File: src/rtl/network_sequencer_if.sv
// Valid/ready vector channels between a host and the network sequencer:
// input vectors flow host->sequencer, captured results flow sequencer->host.
interface network_sequencer_if #(
  parameter int INPUT_SIZE  = 2,
  parameter int OUTPUT_SIZE = 1
);
  logic               in_valid;
  logic               in_ready;
  logic signed [31:0] in_data [INPUT_SIZE];
  logic               out_valid;
  logic               out_ready;
  logic signed [31:0] out_data [OUTPUT_SIZE];

  modport master (
    output in_valid, in_data, out_ready,
    input  in_ready, out_valid, out_data
  );

  modport slave (
    input  in_valid, in_data, out_ready,
    output in_ready, out_valid, out_data
  );
endinterface

File: src/rtl/network_sequencer.sv
// Control stage for the bitstream network: latches one input vector, strobes the
// integrators around an accumulate window, and hands the captured counts back.
module network_sequencer #(
  parameter int INPUT_SIZE  = 2,
  parameter int OUTPUT_SIZE = 1,
  parameter int WARMUP      = 4,
  parameter int WINDOW      = 256,
  parameter int CAPTURE_LAT = 1
) (
  input  logic                clk,
  input  logic                n_rst,
  network_sequencer_if.slave  host,
  input  logic                abort,
  output logic signed [31:0]  net_input  [INPUT_SIZE],
  output logic                compute,
  input  logic signed [31:0]  net_output [OUTPUT_SIZE],
  output logic                busy,
  output logic [15:0]         result_count
);

  localparam int MAX_AB  = (WARMUP > WINDOW) ? WARMUP : WINDOW;
  localparam int MAX_CNT = (MAX_AB > CAPTURE_LAT) ? MAX_AB : CAPTURE_LAT;
  localparam int CW      = $clog2(MAX_CNT + 1);

  typedef enum logic [2:0] {
    S_IDLE,
    S_WARM,
    S_FLUSH,
    S_RUN,
    S_END,
    S_WAIT,
    S_DONE
  } state_t;

  state_t             state, state_next;
  logic [CW-1:0]      cnt, cnt_next;
  logic               accept;
  logic               capture;
  logic               deliver;
  logic signed [31:0] out_data_q [OUTPUT_SIZE];

  always_ff @(posedge clk or negedge n_rst) begin
    if (!n_rst) begin
      state <= S_IDLE;
      cnt   <= '0;
    end else begin
      state <= state_next;
      cnt   <= cnt_next;
    end
  end

  // Abort outranks every state transition, so a cancelled transaction never
  // strobes the integrators or delivers a result.
  always_comb begin
    state_next = state;
    cnt_next   = cnt;
    accept     = 1'b0;
    capture    = 1'b0;
    deliver    = 1'b0;
    compute    = 1'b0;
    if (state != S_IDLE && abort) begin
      state_next = S_IDLE;
    end else begin
      case (state)
        S_IDLE: begin
          if (host.in_valid && !abort) begin
            accept = 1'b1;
            if (WARMUP == 0) begin
              state_next = S_FLUSH;
            end else begin
              state_next = S_WARM;
              cnt_next   = CW'(WARMUP);
            end
          end
        end
        S_WARM: begin
          if (cnt == CW'(1)) state_next = S_FLUSH;
          else               cnt_next   = cnt - CW'(1);
        end
        S_FLUSH: begin
          compute    = 1'b1;
          state_next = S_RUN;
          cnt_next   = CW'(WINDOW);
        end
        S_RUN: begin
          if (cnt == CW'(1)) state_next = S_END;
          else               cnt_next   = cnt - CW'(1);
        end
        S_END: begin
          compute    = 1'b1;
          state_next = S_WAIT;
          cnt_next   = CW'(CAPTURE_LAT);
        end
        S_WAIT: begin
          if (cnt == CW'(1)) begin
            capture    = 1'b1;
            state_next = S_DONE;
          end else begin
            cnt_next = cnt - CW'(1);
          end
        end
        S_DONE: begin
          if (host.out_ready) begin
            deliver    = 1'b1;
            state_next = S_IDLE;
          end
        end
        default: state_next = S_IDLE;
      endcase
    end
  end

  always_ff @(posedge clk or negedge n_rst) begin
    if (!n_rst) begin
      for (int i = 0; i < INPUT_SIZE; i++) net_input[i] <= '0;
    end else if (accept) begin
      for (int i = 0; i < INPUT_SIZE; i++) net_input[i] <= host.in_data[i];
    end
  end

  always_ff @(posedge clk or negedge n_rst) begin
    if (!n_rst) begin
      for (int i = 0; i < OUTPUT_SIZE; i++) out_data_q[i] <= '0;
    end else if (capture) begin
      for (int i = 0; i < OUTPUT_SIZE; i++) out_data_q[i] <= net_output[i];
    end
  end

  always_ff @(posedge clk or negedge n_rst) begin
    if (!n_rst)       result_count <= '0;
    else if (deliver) result_count <= result_count + 16'd1;
  end

  assign host.in_ready  = (state == S_IDLE);
  assign host.out_valid = (state == S_DONE);
  assign host.out_data  = out_data_q;
  assign busy           = (state != S_IDLE);

endmodule

File: src/flat_wrapper.sv
// flat-port wrapper written by rule: the top's interface ports become plain ports
module network_sequencer_flat 
#(
  parameter int INPUT_SIZE  = 2,
  parameter int OUTPUT_SIZE = 1,
  parameter int WARMUP      = 4,
  parameter int WINDOW      = 256,
  parameter int CAPTURE_LAT = 1
)
  (clk, n_rst, abort, net_input, compute, net_output, busy, result_count, host_in_valid, host_in_data, host_out_ready, host_in_ready, host_out_valid, host_out_data);
  network_sequencer_if #(.INPUT_SIZE(INPUT_SIZE), .OUTPUT_SIZE(OUTPUT_SIZE)) host_i ();
  input  logic clk;
  input  logic n_rst;
  input  logic abort;
  output logic signed [31:0] net_input[INPUT_SIZE];
  output logic compute;
  input  logic signed [31:0] net_output[OUTPUT_SIZE];
  output logic busy;
  output logic [15:0] result_count;
  input wire logic [$bits(host_i.in_valid)-1:0] host_in_valid;
  input wire logic [$bits(host_i.in_data)-1:0] host_in_data;
  input wire logic [$bits(host_i.out_ready)-1:0] host_out_ready;
  output wire logic [$bits(host_i.in_ready)-1:0] host_in_ready;
  output wire logic [$bits(host_i.out_valid)-1:0] host_out_valid;
  output wire logic [$bits(host_i.out_data)-1:0] host_out_data;
  assign host_i.in_valid = host_in_valid;
  assign host_i.in_data = {>>{host_in_data}};
  assign host_i.out_ready = host_out_ready;
  assign host_in_ready = host_i.in_ready;
  assign host_out_valid = host_i.out_valid;
  assign host_out_data = {>>{host_i.out_data}};
  network_sequencer #(.INPUT_SIZE(INPUT_SIZE), .OUTPUT_SIZE(OUTPUT_SIZE), .WARMUP(WARMUP), .WINDOW(WINDOW), .CAPTURE_LAT(CAPTURE_LAT)) u_core (.clk(clk), .n_rst(n_rst), .host(host_i), .abort(abort), .net_input(net_input), .compute(compute), .net_output(net_output), .busy(busy), .result_count(result_count));
endmodule
File: config.mk
export PLATFORM = sky130hd
export DESIGN_NAME = network_sequencer_flat
export DESIGN_NICKNAME = d
export VERILOG_FILES = /design/src/rtl/network_sequencer_if.sv /design/src/rtl/network_sequencer.sv /design/src/flat_wrapper.sv
export SDC_FILE = /design/constraint.sdc
export NUM_CORES = 1
export LEC_CHECK = 0
export BUFFER_PORTS_ARGS = -buffer_cell sky130_fd_sc_hd__buf_4
export CORE_ASPECT_RATIO = 0.5
export CORE_MARGIN = 2
export CORE_UTILIZATION = 48
export CTS_BUF_LIST = sky130_fd_sc_hd__clkbuf_16
export DETAILED_ROUTE_END_ITERATION = 10
export PLACE_DENSITY_LB_ADDON = 0.12
export SLEW_MARGIN = 30
export SYNTH_ARGS = -nofsm -noshare
export SYNTH_HDL_FRONTEND = slang
export SYNTH_SLANG_ARGS = --single-unit
File: constraint.sdc
create_clock -name clk -period 2.8 [get_ports clk]
set_input_delay 0.28 -clock clk [delete_from_list [all_inputs] [get_ports clk]]
set_output_delay 0.28 -clock clk [all_outputs]
set_load 0.05 [all_outputs]
==> results_dict.tcl <==
set metrics [dict create \
    grt_max_degree 56 \
    crit_arrival_ns 2.47 \
    post-synth-top-area-fraction 0.5949 \
    slew_headroom 0.4825 \
    synth_cell_types 42 \
    finalCritPeriodShare 0.7798 \
    yosys_warnings 0 \
    worstHoldPathCells 2 \
    num_vias 3686 \
    synth_edf_count 0 \
    clock-root-buffer "clkbuf_16" \
    rr_endpoint "u_core.cnt[6]$_DFFE_PN0P_" \
    synth_area_mm2 0.005216 \
    area_delta_synth_final_pct 46.41 \
    slew_violations 0 \
    gr-usage-all-layers 0.2237 \
    fin_nets 687 \
    drive_gt1_frac 0.6000 \
    finalWirelength_um 12680 \
    grt_pass1_wl_um 19930 \
    cts_buffer_depth 2 \
    layout_commonest_cell "buf_4" \
    critical_path_required_ns 3.09 \
    p_leak_nw 3.714 \
    via_per_inst 5.015 \
    design_area_mm2 0.007637 \
    antenna_found_initial 0 \
    drt_iter0_markers 141 \
    synth_fp_nets 462 \
    reg2reg_depth 6 \
    async_flop_share 1.000 \
    core.rowCount 26 \
    powerDensity_mw_per_mm2 857.2 \
    setup.worst_path.start_class "register" \
    final_cell_mix "buf_4 (218), dfrtp_1 (124), mux2_2 (67), mux2_4 (30), clkbuf_16 (17)" \
    synth_seq_cells 124 \
    diodes 0 \
    cts_max_level 4 \
    die_h_um 77.72 \
    first_global_vias 3770 \
    outcome "finished clean" \
    synthFlopType "dfrtp_1" \
    initial_core_util 0.5027 \
    overflow 0 \
    vdd_drop_max_mv 0.5241 \
    die_w_um 151.4 \
    design.core.area_mm2 0.01038 \
    hold_viol_final 0 \
    max_cap_viol_count 0 \
    syn_area_per_cell_um2 14.57 \
    critPathCaptureType "register" \
    clock_latency_ns 0.41 \
    nFillCells 740 \
    portBuffers 216 \
    drc 0 \
    cts_tree "done" \
    final_cells 735 \
    cts_sinks 124 \
    ios 217 \
    path_max_fanout 5 \
    rr_startpoint "u_core.cnt[0]$_DFFE_PN0P_" \
    finalSetupViolCount 0 \
    wl_per_cell_um 17.25 \
    seqCellArea_mm2 0.003103 \
    reg2reg_setup_slack_ns 0.62 \
    drtPass1Iterations 5 \
    synth_top_area_cell "dfrtp_1" \
    synth_cells 358 \
    ys_seq_area_frac 0.5949 \
    gp_congestion 0.8030 \
    hp-start "host_in_data[43]" \
    clock.fmax_mhz 458.0 \
    ctsResizeCount 0 \
    synthTopCellsByArea "dfrtp_1 (59%), mux2_2 (14%), mux2_4 (8.6%)" \
    hold_end "u_core.net_input[43]$_DFFE_PN0P_" \
    dieArea_mm2 0.01177 \
    clk_pin_slew_worst_paths_ns 0.06 \
    ant_nets 0 \
    min_path_type "primary input to register" \
    place_inst 703 \
    hpwl_um 9180 \
    multi_input_area_mm2 0.001986 \
    rsz0062_at_grt "false" \
    finalCriticalPeriod_ns 2.184 \
    finClkSkew_ns 0.009176 \
    tns_ns 0 \
    critPathKind "register to register" \
    numCtsBuffers 17 \
    placed_area_mm2 0.007007 \
    tightest_slew_ns 0.7655 \
]
==> cell type report <==
| type | count | area share |
|---|---|---|
| Clock buffer | 17 | 0.05570 |
| Clock inverter | 14 | 0.02556 |
| Multi-Input combinational cell | 210 | 0.2600 |
| Sequential cell | 124 | 0.4063 |
| Timing Repair Buffer | 223 | 0.2261 |
| Tap cell | 140 | 0.02294 |
| Inverter | 7 | 0.003440 |
==> cell usage after synthesis, drive strengths merged, types with 3 or more instances <==
master,number
o31ai,3
o21ai,4
and4,3
nand2b,3
inv,7
nand2,11
nand4,6
and3,6
buf,10
clkbuf,7
dfrtp,124
nor2,8
xnor2,15
a21oi,7
ha,3
mux2,97
nor3,6
a31oi,3
nand3,10
==> layer usage <==
layer / routed length [um] / global-route usage
met2: 6646 / 0.3919
met1: 5020 / 0.2678
met5: 0 / 0
met3: 843 / 0.06118
met4: 166 / 0.07383
==> critical path: stages (launching register included) <==
cell     delay [ns]
dfrtp_1        0.42
inv_1          0.09
ha_1           0.23
nor4b_1        0.65
a21oi_1        0.13
or3_1          0.32
a32o_1         0.21
==> cells by family (layout without fill, tap and decap cells) <==
logic type / after synthesis / in the layout / synth area share
flops: 124 / 124 / 0.5949
mux: 97 / 97 / 0.2310
simple gates: 65 / 65 / 0.07436
compound gates: 29 / 29 / 0.04030
buf+inv: 24 / 261 / 0.02543
xor+xnor: 16 / 16 / 0.02687
fa+ha+maj: 3 / 3 / 0.007197
==> state kept, by name, indices dropped and copies added, names as in the netlist <==
name	cells
u_core.host.out_data	32
u_core.result_count	16
u_core.cnt	9
u_core.net_input	64
u_core.state	3
==> timing repair <==
action / in CTS / in global routing
buffers inserted: 0 / 0
hold buffers: 1 / 0
endpoints found under the hold margin: 51 / 0
endpoints found under the setup margin: 0 / 0
==> stage by stage <==
| stage | total power [mW] | utilization | hold slack [ns] | worst slack (ns) |
|---|---|---|---|---|
| after floorplan | 3.579 | - | -0.01559 | 0.2322 |
| after CTS | 6.597 | 0.7360 | 0.08966 | 0.6699 |
| final | 6.547 | 0.7360 | 0.1014 | 0.6165 |
| after global routing | 6.822 | 0.7360 | 0.08432 | 0.4397 |
| after global placement | 4.241 | 0.6752 | 0.3729 | 0.7054 |
| after detailed placement | 4.284 | 0.6752 | 0.3769 | 0.6810 |
==> worst max-delay path by stage <==
stage / startpoint / end / cells past startpoint / slack [ns]
2_1_floorplan: u_core.state[2]$_DFFE_PN0P_ / u_core.cnt[2]$_DFFE_PN0P_ / 6 / 0.23
3_3_place_gp: u_core.cnt[1]$_DFFE_PN0P_ / u_core.host.out_data[24]$_DFFE_PN0P_ / 7 / 0.71
3_5_place_dp: u_core.cnt[0]$_DFFE_PN0P_ / u_core.cnt[6]$_DFFE_PN0P_ / 6 / 0.68
4_1_cts: u_core.cnt[0]$_DFFE_PN0P_ / u_core.cnt[6]$_DFFE_PN0P_ / 6 / 0.67
5_1_grt: u_core.cnt[0]$_DFFE_PN0P_ / u_core.cnt[8]$_DFFE_PN0P_ / 6 / 0.44
6_report: u_core.cnt[0]$_DFFE_PN0P_ / u_core.cnt[6]$_DFFE_PN0P_ / 6 / 0.62
==> report_power, final <==
group / internal, mW / switching, mW / total, mW
sequential: 2.08 / 0.193 / 2.27
clock: 1.49 / 0.814 / 2.30
combinational: 0.707 / 1.27 / 1.98
total: 4.27 / 2.28 / 6.55
No activity file was read; power rests on OpenSTA's default activity.
